===== src/rtl/mips_pkg.sv =====
// Shared widths, ALU opcodes and EX-stage FSM state encodings for the pipeline.
package mips_pkg;

  localparam int unsigned DATA_W_DEF     = 16;
  localparam int unsigned REG_ADDR_W_DEF = 3;

  localparam logic [2:0] ALU_ADD = 3'd0;
  localparam logic [2:0] ALU_SUB = 3'd1;
  localparam logic [2:0] ALU_AND = 3'd2;
  localparam logic [2:0] ALU_OR  = 3'd3;
  localparam logic [2:0] ALU_XOR = 3'd4;
  localparam logic [2:0] ALU_SLL = 3'd5;
  localparam logic [2:0] ALU_SRL = 3'd6;
  localparam logic [2:0] ALU_MUL = 3'd7;

  typedef enum logic [1:0] {
    ExIdle = 2'd0,
    ExMul  = 2'd1,
    ExDone = 2'd2
  } ex_state_e;

endpackage


===== src/rtl/ex_mul_seq.sv =====
// Iterative shift-add multiplier, one partial product per step, low DATA_W bits kept.
module ex_mul_seq #(
  parameter int unsigned DATA_W = 16
) (
  input  logic              clk,
  input  logic              rst,
  input  logic              start_i,
  input  logic              step_i,
  input  logic              abort_i,
  input  logic [DATA_W-1:0] a_i,
  input  logic [DATA_W-1:0] b_i,
  output logic [DATA_W-1:0] prod_o,
  output logic              last_o
);

  localparam int unsigned CntW = $clog2(DATA_W);
  localparam logic [CntW-1:0] CntLast = CntW'(DATA_W - 1);

  logic [DATA_W-1:0] a_q, a_d;
  logic [DATA_W-1:0] b_q, b_d;
  logic [DATA_W-1:0] acc_q, acc_d;
  logic [CntW-1:0]   cnt_q, cnt_d;

  always_comb begin
    a_d   = a_q;
    b_d   = b_q;
    acc_d = acc_q;
    cnt_d = cnt_q;
    if (abort_i) begin
      acc_d = '0;
      cnt_d = '0;
    end else if (start_i) begin
      a_d   = a_i;
      b_d   = b_i;
      acc_d = '0;
      cnt_d = '0;
    end else if (step_i) begin
      if (b_q[0]) acc_d = acc_q + a_q;
      a_d   = a_q << 1;
      b_d   = b_q >> 1;
      cnt_d = cnt_q + 1'b1;
    end
  end

  always_ff @(posedge clk) begin
    if (rst) begin
      a_q   <= '0;
      b_q   <= '0;
      acc_q <= '0;
      cnt_q <= '0;
    end else begin
      a_q   <= a_d;
      b_q   <= b_d;
      acc_q <= acc_d;
      cnt_q <= cnt_d;
    end
  end

  assign prod_o = acc_q;
  // High while the step that completes the product is being taken.
  assign last_o = (cnt_q == CntLast);

endmodule


===== src/rtl/ex_stage.sv =====
// Execute stage: combinational ALU plus EX/MEM register feeding MEM_stage.
// EX_STAGE_MUL_EN adds the iterative multiplier and its stall FSM.
module ex_stage
  import mips_pkg::*;
#(
  parameter int unsigned DATA_W     = DATA_W_DEF,
  parameter int unsigned REG_ADDR_W = REG_ADDR_W_DEF
) (
  input  logic                  clk,
  input  logic                  rst,
  input  logic                  id_valid,
  input  logic                  id_flush,
  input  logic [2:0]            id_alu_op,
  input  logic [DATA_W-1:0]     id_src_a,
  input  logic [DATA_W-1:0]     id_src_b,
  input  logic [DATA_W-1:0]     id_store_data,
  input  logic [REG_ADDR_W-1:0] id_op_dest,
  input  logic                  id_mem_write_en,
  input  logic                  id_wb_mux,
  input  logic                  id_wb_en,
  output logic [DATA_W-1:0]     ex_alu_res,
  output logic [DATA_W-1:0]     ex_store_data,
  output logic [REG_ADDR_W-1:0] ex_op_dest,
  output logic                  mem_write_en,
  output logic                  ex_wb_mux,
  output logic                  ex_wb_en,
  output logic                  ex_busy
);

  localparam logic [DATA_W-1:0] One = {{(DATA_W-1){1'b0}}, 1'b1};

  logic [DATA_W-1:0] alu_res;
  logic [DATA_W-1:0] wb_res;
  logic              load;

  always_comb begin
    case (id_alu_op)
      ALU_ADD: alu_res = id_src_a + id_src_b;
      ALU_SUB: alu_res = id_src_a + ~id_src_b + One;
      ALU_AND: alu_res = id_src_a & id_src_b;
      ALU_OR:  alu_res = id_src_a | id_src_b;
      ALU_XOR: alu_res = id_src_a ^ id_src_b;
      ALU_SLL: alu_res = id_src_a << id_src_b[3:0];
      ALU_SRL: alu_res = id_src_a >> id_src_b[3:0];
      default: alu_res = '0;
    endcase
  end

`ifdef EX_STAGE_MUL_EN
  ex_state_e         state_q, state_d;
  logic              mul_start;
  logic              mul_step;
  logic              mul_abort;
  logic              mul_last;
  logic [DATA_W-1:0] mul_prod;

  ex_mul_seq #(
    .DATA_W (DATA_W)
  ) u_mul (
    .clk     (clk),
    .rst     (rst),
    .start_i (mul_start),
    .step_i  (mul_step),
    .abort_i (mul_abort),
    .a_i     (id_src_a),
    .b_i     (id_src_b),
    .prod_o  (mul_prod),
    .last_o  (mul_last)
  );

  always_comb begin
    state_d   = state_q;
    ex_busy   = 1'b0;
    mul_start = 1'b0;
    mul_step  = 1'b0;
    mul_abort = 1'b0;
    load      = 1'b0;
    wb_res    = alu_res;
    // Reset overrides the stall so upstream is never held while the stage clears.
    if (!rst) begin
      unique case (state_q)
        ExIdle: begin
          if (id_valid && !id_flush) begin
            if (id_alu_op == ALU_MUL) begin
              mul_start = 1'b1;
              ex_busy   = 1'b1;
              state_d   = ExMul;
            end else begin
              load = 1'b1;
            end
          end
        end
        ExMul: begin
          if (id_flush) begin
            mul_abort = 1'b1;
            state_d   = ExIdle;
          end else begin
            mul_step = 1'b1;
            ex_busy  = 1'b1;
            if (mul_last) state_d = ExDone;
          end
        end
        ExDone: begin
          state_d = ExIdle;
          if (id_flush) begin
            mul_abort = 1'b1;
          end else begin
            load   = 1'b1;
            wb_res = mul_prod;
          end
        end
        default: state_d = ExIdle;
      endcase
    end
  end

  always_ff @(posedge clk) begin
    if (rst) state_q <= ExIdle;
    else     state_q <= state_d;
  end
`else
  assign ex_busy = 1'b0;
  assign load    = id_valid & ~id_flush;
  assign wb_res  = alu_res;
`endif

  logic [DATA_W-1:0]     res_q, res_d;
  logic [DATA_W-1:0]     sd_q, sd_d;
  logic [REG_ADDR_W-1:0] dest_q, dest_d;
  logic                  mw_q, mw_d;
  logic                  wbm_q, wbm_d;
  logic                  wbe_q, wbe_d;

  always_comb begin
    res_d  = '0;
    sd_d   = '0;
    dest_d = '0;
    mw_d   = 1'b0;
    wbm_d  = 1'b0;
    wbe_d  = 1'b0;
    if (load) begin
      res_d  = wb_res;
      sd_d   = id_store_data;
      dest_d = id_op_dest;
      mw_d   = id_mem_write_en;
      wbm_d  = id_wb_mux;
      wbe_d  = id_wb_en;
    end
  end

  always_ff @(posedge clk) begin
    if (rst) begin
      res_q  <= '0;
      sd_q   <= '0;
      dest_q <= '0;
      mw_q   <= 1'b0;
      wbm_q  <= 1'b0;
      wbe_q  <= 1'b0;
    end else begin
      res_q  <= res_d;
      sd_q   <= sd_d;
      dest_q <= dest_d;
      mw_q   <= mw_d;
      wbm_q  <= wbm_d;
      wbe_q  <= wbe_d;
    end
  end

  assign ex_alu_res    = res_q;
  assign ex_store_data = sd_q;
  assign ex_op_dest    = dest_q;
  assign mem_write_en  = mw_q;
  assign ex_wb_mux     = wbm_q;
  assign ex_wb_en      = wbe_q;

endmodule


===== config.mk =====
export PLATFORM = sky130hd
export DESIGN_NAME = ex_stage
export DESIGN_NICKNAME = d
export VERILOG_FILES = /design/src/rtl/mips_pkg.sv /design/src/rtl/ex_mul_seq.sv /design/src/rtl/ex_stage.sv
export SDC_FILE = /design/constraint.sdc
export NUM_CORES = 1
export LEC_CHECK = 0
export CORE_ASPECT_RATIO = 2
export CORE_MARGIN = 2
export CORE_UTILIZATION = 25
export CTS_CLUSTER_DIAMETER = 100
export CTS_CLUSTER_SIZE = 12
export DETAILED_ROUTE_END_ITERATION = 10
export PLACE_DENSITY = 0.55
export SLEW_MARGIN = 25
export SYNTH_ARGS = -nofsm -noshare
export SYNTH_HDL_FRONTEND = slang
export SYNTH_SLANG_ARGS = --single-unit

===== constraint.sdc =====
create_clock -name clk -period 4.6 [get_ports clk]
set_input_delay 1.15 -clock clk [delete_from_list [all_inputs] [get_ports clk]]
set_output_delay 1.15 -clock clk [all_outputs]
set_load 0.03 [all_outputs]

Word-level counts from Yosys, hierarchy flattened
Index checks and enable logic that the tools add are counted.
{"block": "classes", "n_eq_ne": 6, "muxes": 1, "n_reduce_logical": 2, "shifts": 2, "bitwise": 7, "addsub": 3}
{"operator": "16-bit one-hot mux with 7 select lines", "count": 1}
{"operator": "16-bit adder", "count": 2}
{"operator": "16-bit by 1-bit adder with 16-bit output, second input constant", "count": 1}
{"operator": "16-bit bitwise AND", "count": 1}
{"operator": "16-bit inverter", "count": 1}
{"operator": "16-bit OR", "count": 1}
{"operator": "16-bit by 4-bit << shifter with 16-bit output", "count": 1}
{"operator": "16-bit by 4-bit >> shifter with 16-bit output", "count": 1}
{"operator": "16-bit XOR", "count": 1}
{"operator": "3-bit == test, second input constant", "count": 3}
{"operator": "3-bit by 2-bit == test with 1-bit output, second input constant", "count": 2}
{"operator": "3-bit by 1-bit == test with 1-bit output, second input constant", "count": 1}
{"operator": "3-bit zero test", "count": 1}
{"operator": "1-bit inverter", "count": 2}
{"operator": "2-bit OR reduction", "count": 1}
{"operator": "1-bit bitwise AND", "count": 1}
{"block": "totals", "out_inout_bits": 39, "elab_cells": 27, "ff_bits": 38, "input_bits": 61}

Depth between registers and ports, before layout
Gate-level depths: netlist (run 1).
{"block": "depth", "ltp_word": 4, "ltp_mapped": 12}

Worst setup path before layout (run 1)
Ideal clock, no wire load.
{"block": "synth_path", "kind": "input to register", "from": "input id_src_b[2]", "to": "register res_q[12] (netlist: ex_alu_res[12])", "arrival_time_ps": 3527, "setup_ps": 132, "required_ps": 4468, "slack_ps": 941, "path_stages": 11, "path_cell_list": "inv_2 > buf_1 > ha_1 > buf_4 > a21o_1 > a311o_1 > a31oi_1 > o31ai_1 > xnor2_1 > a2111oi_0 > a21oi_1"}
{"block": "synth_via", "elab_chain_len": 4}
{"item": "from (decl)", "line_no": "ex_stage.sv:15", "rtl": "input logic [DATA_W-1:0] id_src_b,"}
{"item": "16-bit inverter", "line_no": "ex_stage.sv:39", "rtl": "ALU_SUB: alu_res = id_src_a + ~id_src_b + One;"}
{"item": "16-bit adder", "line_no": "ex_stage.sv:39"}
{"item": "16-bit by 1-bit adder with 16-bit output", "line_no": "ex_stage.sv:39"}
{"item": "16-bit one-hot mux with 7 select lines *", "line_no": "ex_stage.sv:37", "rtl": "case (id_alu_op)"}
{"item": "to (signal assigned)", "line_no": "ex_stage.sv:160", "rtl": "res_q <= res_d;"}
{"item": "to (decl)", "line_no": "ex_stage.sv:127", "rtl": "logic [DATA_W-1:0] res_q, res_d;"}
Every way passes the cells marked *; elsewhere a longest branch is shown, timed or not.
A chain may end at the register's enable or synchronous reset.

Final worst setup path (run 1)
{"block": "layout_path", "from": "input id_src_a[0]", "to": "register res_q[12] (netlist: ex_alu_res[12])"}
{"block": "layout_via", "elab_chain_len": 3}
{"item": "from (decl)", "line_no": "ex_stage.sv:14", "rtl": "input logic [DATA_W-1:0] id_src_a,"}
{"item": "16-bit adder", "line_no": "ex_stage.sv:39"}
{"item": "16-bit by 1-bit adder with 16-bit output", "line_no": "ex_stage.sv:39"}
{"item": "16-bit one-hot mux with 7 select lines *", "line_no": "ex_stage.sv:37"}
Marked as above.

==> results of run 1 <==
## critical path, delay by kind of cell
family                     cells  cell delay, ns
buffers and inverters          1            0.52
xor gates and xnor gates       1            0.16
AOI/OAI and AO/OA              6            1.79
adders and majority gates      2            0.67
## power breakdown
part | switching [mW] | total [mW] | internal (mW)
registers | 0.00269 | 0.342 | 0.339
clock network | 0.130 | 0.326 | 0.196
logic | 0.332 | 0.568 | 0.236
## layout make-up
class / instances / area [um^2]
Fill cell: 2022 / 12500
Multi-Input combinational cell: 498 / 3580
Clock inverter: 2 / 10.0
Sequential cell: 38 / 761
Timing Repair Buffer: 126 / 1190
Tap cell: 219 / 274
Inverter: 47 / 176
Clock buffer: 5 / 125
## per-layer routing
metal	wire length [um]	track usage, %	part of all wire (%)	up-vias
li1	-	-	-	2435
met1	6080	17.1	31	2408
met2	10500	37.4	54	251
met3	825	1.73	4.2	97
met4	1960	15.7	10	0
met5	0	0	0	-
## sequential cells by signal, summed over array words and instances, names as in the netlist
signal         flops
ex_alu_res        16
ex_store_data     16
ex_op_dest         3
ex_wb_en           1
ex_wb_mux          1
mem_write_en       1
## cells in the mapped netlist, types with 8 or more instances
master	instances	area, um^2
mux4_2	9	203
o21ai_1	9	45.0
dfxtp_1	38	761
a21oi_1	48	240
mux2_2	8	90.1
xnor2_1	8	70.1
o22ai_1	14	87.6
o211ai_1	9	67.6
nand3_1	12	60.1
nor3_1	23	115
buf_2	12	60.1
o21ai_0	26	130
a31oi_1	12	75.1
nand2_1	34	128
ha_1	51	638
inv_1	43	161
nor2b_1	12	75.1
nor2_1	62	233
and2_1	27	169
clkbuf_1	21	78.8
a211oi_1	13	97.6
nand2b_1	8	50.1
a22oi_1	13	97.6
mux2i_1	20	200
a21o_1	8	60.1
## final timing paths
path / cells after the start / slack [ns] / from / end
worst max-delay path: 10 / 0.47 / id_src_a[0] / ex_alu_res[12]
worst min-delay path: 2 / 1.43 / id_store_data[6] / ex_store_data[6]
## cell families after synthesis
kind of cell / count (synthesis) / share of synthesized area [%]
AOI/OAI and AO/OA: 194 / 27.6
xor gates and xnor gates: 11 / 2.05
adders and majority gates: 53 / 14.4
buffers and inverters: 87 / 7.82
DFF: 38 / 16.2
muxes: 39 / 11.0
other: 1 / 0.0798
and+or+nand+nor: 200 / 20.9
## per-stage QoR
step	util, %	setup slack (ns)	instance area [um^2]	total power, mW	instances
after detailed placement	32.0	0.251	5980	0.909	928
final	32.8	0.469	6110	1.24	935
after global routing	32.8	0.333	6110	1.30	935
after global placement	32.0	0.356	5980	0.909	928
after CTS	32.8	0.520	6110	1.24	935
after floorplan	-	0.941	4700	0.699	623
==> results.txt, run 1 <==
Routed Antenna Nets - 0
hpwl dp - 16200 um
Chip Height - 198 um
Final Hold Vio Count - 0
Crit. End Element - register
DRC - 0
cells along the critical path - clkdlybuf4s50_1 > ha_1 > fa_1 > a21o_1 > a311o_1 > a31oi_1 > o31ai_1 > xnor2_1 > a2111oi_0 > a21oi_1
Vias/cell - 5.55
Yosys warning count - 0
Worst Setup Start Kind - primary input
Tmin final - 4.13 ns
distinct cell type count after synthesis - 71
clk root buf - clkbuf_16
post-synthesis cell area - 4700 um^2
PD cells - 202 nW/um^2
CTS resizes - 0
worst hold-check path type - primary input to register
Slew headroom - 58.0%
Seq/Total Area, Yosys - 16.2%
CTS sink count - 38
initial antenna violation count - 0
RSZ-0062 raised after global routing - false
slowest cell delay on critical path - 0.52 ns
H-tree Lvls - 2
setup violators final - 0
Initial Util - 25.2%
vias - 5191
number of global-route vias before repair - 5168
DR WL/cell - 20.8 um
Worst-path clk slew - 0.06 ns
Iteration-0 DRC Markers - 317
actual slew at the worst max-slew pin - 0.630 ns
TritonCTS clock tree - built
Core Area - 18700 um^2
worst vdd ir - 0.159 mV
Req. time, crit path - 4.75 ns
CTS buffer count - 5
Die W - 101 um
commonest non-fill, non-tap cell in the layout - clkdlybuf4s50_1
Fmax achieved - 0.242 GHz
Final period util - 89.8%
layout cells sized above 1 - 9.08%
Setup Buffers After CTS - 0
outcome - completed
Worst Path Arrival - 4.29 ns
Slew Limit Fails - 0
Synth-to-Final Area Change - 30.0%
Crit Path Max Fanout - 6
Hold Slack - 1.43 ns
Overflow after GRT - 0
GRT Overall Usage - 19.2%
Max stage delay cell, worst path - clkdlybuf4s50_1
Gate Count Post-Synth - 623
GP Congestion - 0.976
number of buffers inserted by port buffering - 98
total wire length - 19400 um
Post-synth EDFFs - 0
Sum Neg Setup Slack - 0 ns
leading cell types in the layout, fill and taps excluded - clkdlybuf4s50_1 (97), nor2_1 (62), ha_1 (51)
NumNets Final - 830
Primary FF master, synth - dfxtp_1
I/O Pins - 100
syn nets - 737
kind of critical path - primary input to register
DIE AREA - 20000 um^2
Clock Path Buffers - 2
Std-Cell Rows - 71
Detailed Routing Iterations Pass 1 - 5
first-pass GRT wire length - 28900 um
Mean Syn Cell Area - 7.55 um^2
largest net degree at the start of global routing - 34
max-cap violation count - 0
# hold bufs at CTS - 0
antenna cells - 0
count of state elements after synthesis - 38
Post-synth ARST share - 0%
Leak Pwr - 2.49 nW
No activity file was read; power rests on OpenSTA's default activity.
==> inputs of run 2 (changes only) <==
--- a/config.mk
+++ b/config.mk
@@ -11,6 +11,7 @@
 export CTS_CLUSTER_DIAMETER = 100
 export CTS_CLUSTER_SIZE = 12
 export DETAILED_ROUTE_END_ITERATION = 10
+export GPL_ROUTABILITY_DRIVEN = 1
 export PLACE_DENSITY = 0.55
 export SLEW_MARGIN = 25
 export SYNTH_ARGS = -nofsm -noshare
==> constraint.sdc (replaced) <==
create_clock -name clk -period 5.36 [get_ports clk]
set_input_delay 1.34 -clock clk [delete_from_list [all_inputs] [get_ports clk]]
set_output_delay 1.34 -clock clk [all_outputs]
set_load 0.03 [all_outputs]
==> results.txt, run 2 (synthesis results as in run 1) <==
antenna cells - 0 (unchanged)
setup violators final - 0 (unchanged)
worst path buffer plus inverter count - 2 (+1)
CTS resizes - 0 (unchanged)
Max stage delay cell, worst path - clkdlybuf4s50_1
leading cell types in the layout, fill and taps excluded - clkdlybuf4s50_1 (97), nor2_1 (62), ha_1 (51)
number of buffers inserted by port buffering - 98 (unchanged)
Die W - 101 um (unchanged)
Worst Setup Start Kind - primary input
DRC - 0 (unchanged)
slowest cell delay on critical path - 0.67 ns (+0.15 ns)
Slew Limit Fails - 0 (unchanged)
Setup Buffers After CTS - 0 (unchanged)
Hold Slack - 1.61 ns (+0.184 ns)
hpwl dp - 16200 um (+0.30%)
total power - 1.07 mW (-14%)
DIE AREA - 20000 um^2 (unchanged)
Worst-path clk slew - 0.06 ns (about the same)
cells along the critical path - clkdlybuf4s50_1 > inv_1 > ha_1 > a21o_1 > a311o_1 > a31oi_1 > o31ai_1 > xnor2_1 > a2111oi_0 > a21oi_1
CTS buffer count - 5 (unchanged)
CP delay by family, top - compound AO/OA/AOI/OAI gates
Chip Height - 198 um (unchanged)
Std-Cell Rows - 71 (unchanged)
DR WL/cell - 21.4 um (+3.0%)
Overflow after GRT - 0 (unchanged)
Non-Filler Instances - 924 (-1.2%)
commonest non-fill, non-tap cell in the layout - clkdlybuf4s50_1
Vias/cell - 5.52 (-0.51%)
clk root buf - clkbuf_16
# hold bufs at CTS - 0 (unchanged)
Final period util - 80.2%
vias - 5104 (-1.7%)
GP Congestion - 0.964 (-1.2%)
RSZ-0062 raised after global routing - false
Clock Path Buffers - 2 (unchanged)
Fillers - 1984 (-1.9%)
Worst Path Arrival - 4.45 ns (+0.16 ns)
worst hold-check path type - primary input to register
Crit. path cell count - 10 (unchanged)
Routed Antenna Nets - 0 (unchanged)
Crit Path Max Fanout - 12 (+6)
Tmin final - 4.30 ns
Sum Neg Setup Slack - 0 ns (unchanged)
Req. time, crit path - 5.51 ns (+0.76 ns)
Crit. End Element - register
Leak Pwr - 2.44 nW (-2.1%)
PD cells - 177 nW/um^2 (-13%)
GRT Overall Usage - 19.4% (+0.25 points)
largest net degree at the start of global routing - 32 (-5.9%)
TritonCTS clock tree - built
I/O Pins - 100 (unchanged)
CTS sink count - 38 (unchanged)
Hold Path Depth - 2 (unchanged)
Slew headroom - 47.6% (-10 points)
Iteration-0 DRC Markers - 334 (+5.4%)
worst vdd ir - 0.105 mV (-34%)
Detailed Routing Iterations Pass 1 - 5 (unchanged)
kind of critical path - primary input to register
Final Hold Vio Count - 0 (unchanged)
Core Area - 18700 um^2 (unchanged)
initial antenna violation count - 0 (unchanged)
max-cap violation count - 0 (unchanged)
actual slew at the worst max-slew pin - 0.779 ns (+0.149 ns)
total wire length - 19800 um (+1.8%)
Synth-to-Final Area Change - 28.2%
number of global-route vias before repair - 5071 (-1.9%)
Fmax achieved - 0.233 GHz
NumNets Final - 819 (-1.3%)
Initial Util - 25.2% (unchanged)
outcome - completed
first-pass GRT wire length - 29100 um (+0.86%)
layout cells sized above 1 - 7.66% (-1.4 points)
H-tree Lvls - 2 (unchanged)
placed cells - 917 (-1.2%)
==> run 2: power by group <==
part           internal [mW]  total, mW  switching (mW)
registers              0.291      0.293         0.00223
clock network          0.168      0.287           0.119
logic                  0.198      0.486           0.288
total                  0.656       1.07           0.409
==> run 2: worst paths after layout <==
path                        startpoint               end  slack [ns]
worst min-delay path  id_store_data[2]  ex_store_data[2]        1.61
worst max-delay path       id_src_a[4]    ex_alu_res[12]        1.06
==> run 2: layout make-up <==
type,count,area [um^2],share of cell area [%]
repair buffers,115,1100,18.3
multi-input cells,498,3580,59.4
flip-flops and latches,38,761,12.6
clock buffers,5,125,2.08
well taps,219,274,4.55
clock inverters,2,10.0,0.166
inverters,47,176,2.93
==> run 2: routing by layer <==
| layer | share of wire (%) | GRT usage [%] | wire [um] |
|---|---|---|---|
| met1 | 33 | 17.8 | 6500 |
| met4 | 9.6 | 16.2 | 1900 |
| met5 | 0 | 0 | 0 |
| met3 | 4.0 | 1.80 | 790 |
| met2 | 54 | 37.1 | 10600 |
==> run 2: through the flow <==
| stage | setup WS (ns) | util, % | cell area (um^2) |
|---|---|---|---|
| 6_report | 1.06 | 32.3 | 6030 |
| 5_1_grt | 0.888 | 32.3 | 6030 |
| 4_1_cts | 1.12 | 32.3 | 6030 |
| 3_5_place_dp | 0.832 | 31.6 | 5890 |
| 3_3_place_gp | 0.834 | 31.6 | 5890 |
| 2_1_floorplan | 1.51 | - | 4700 |
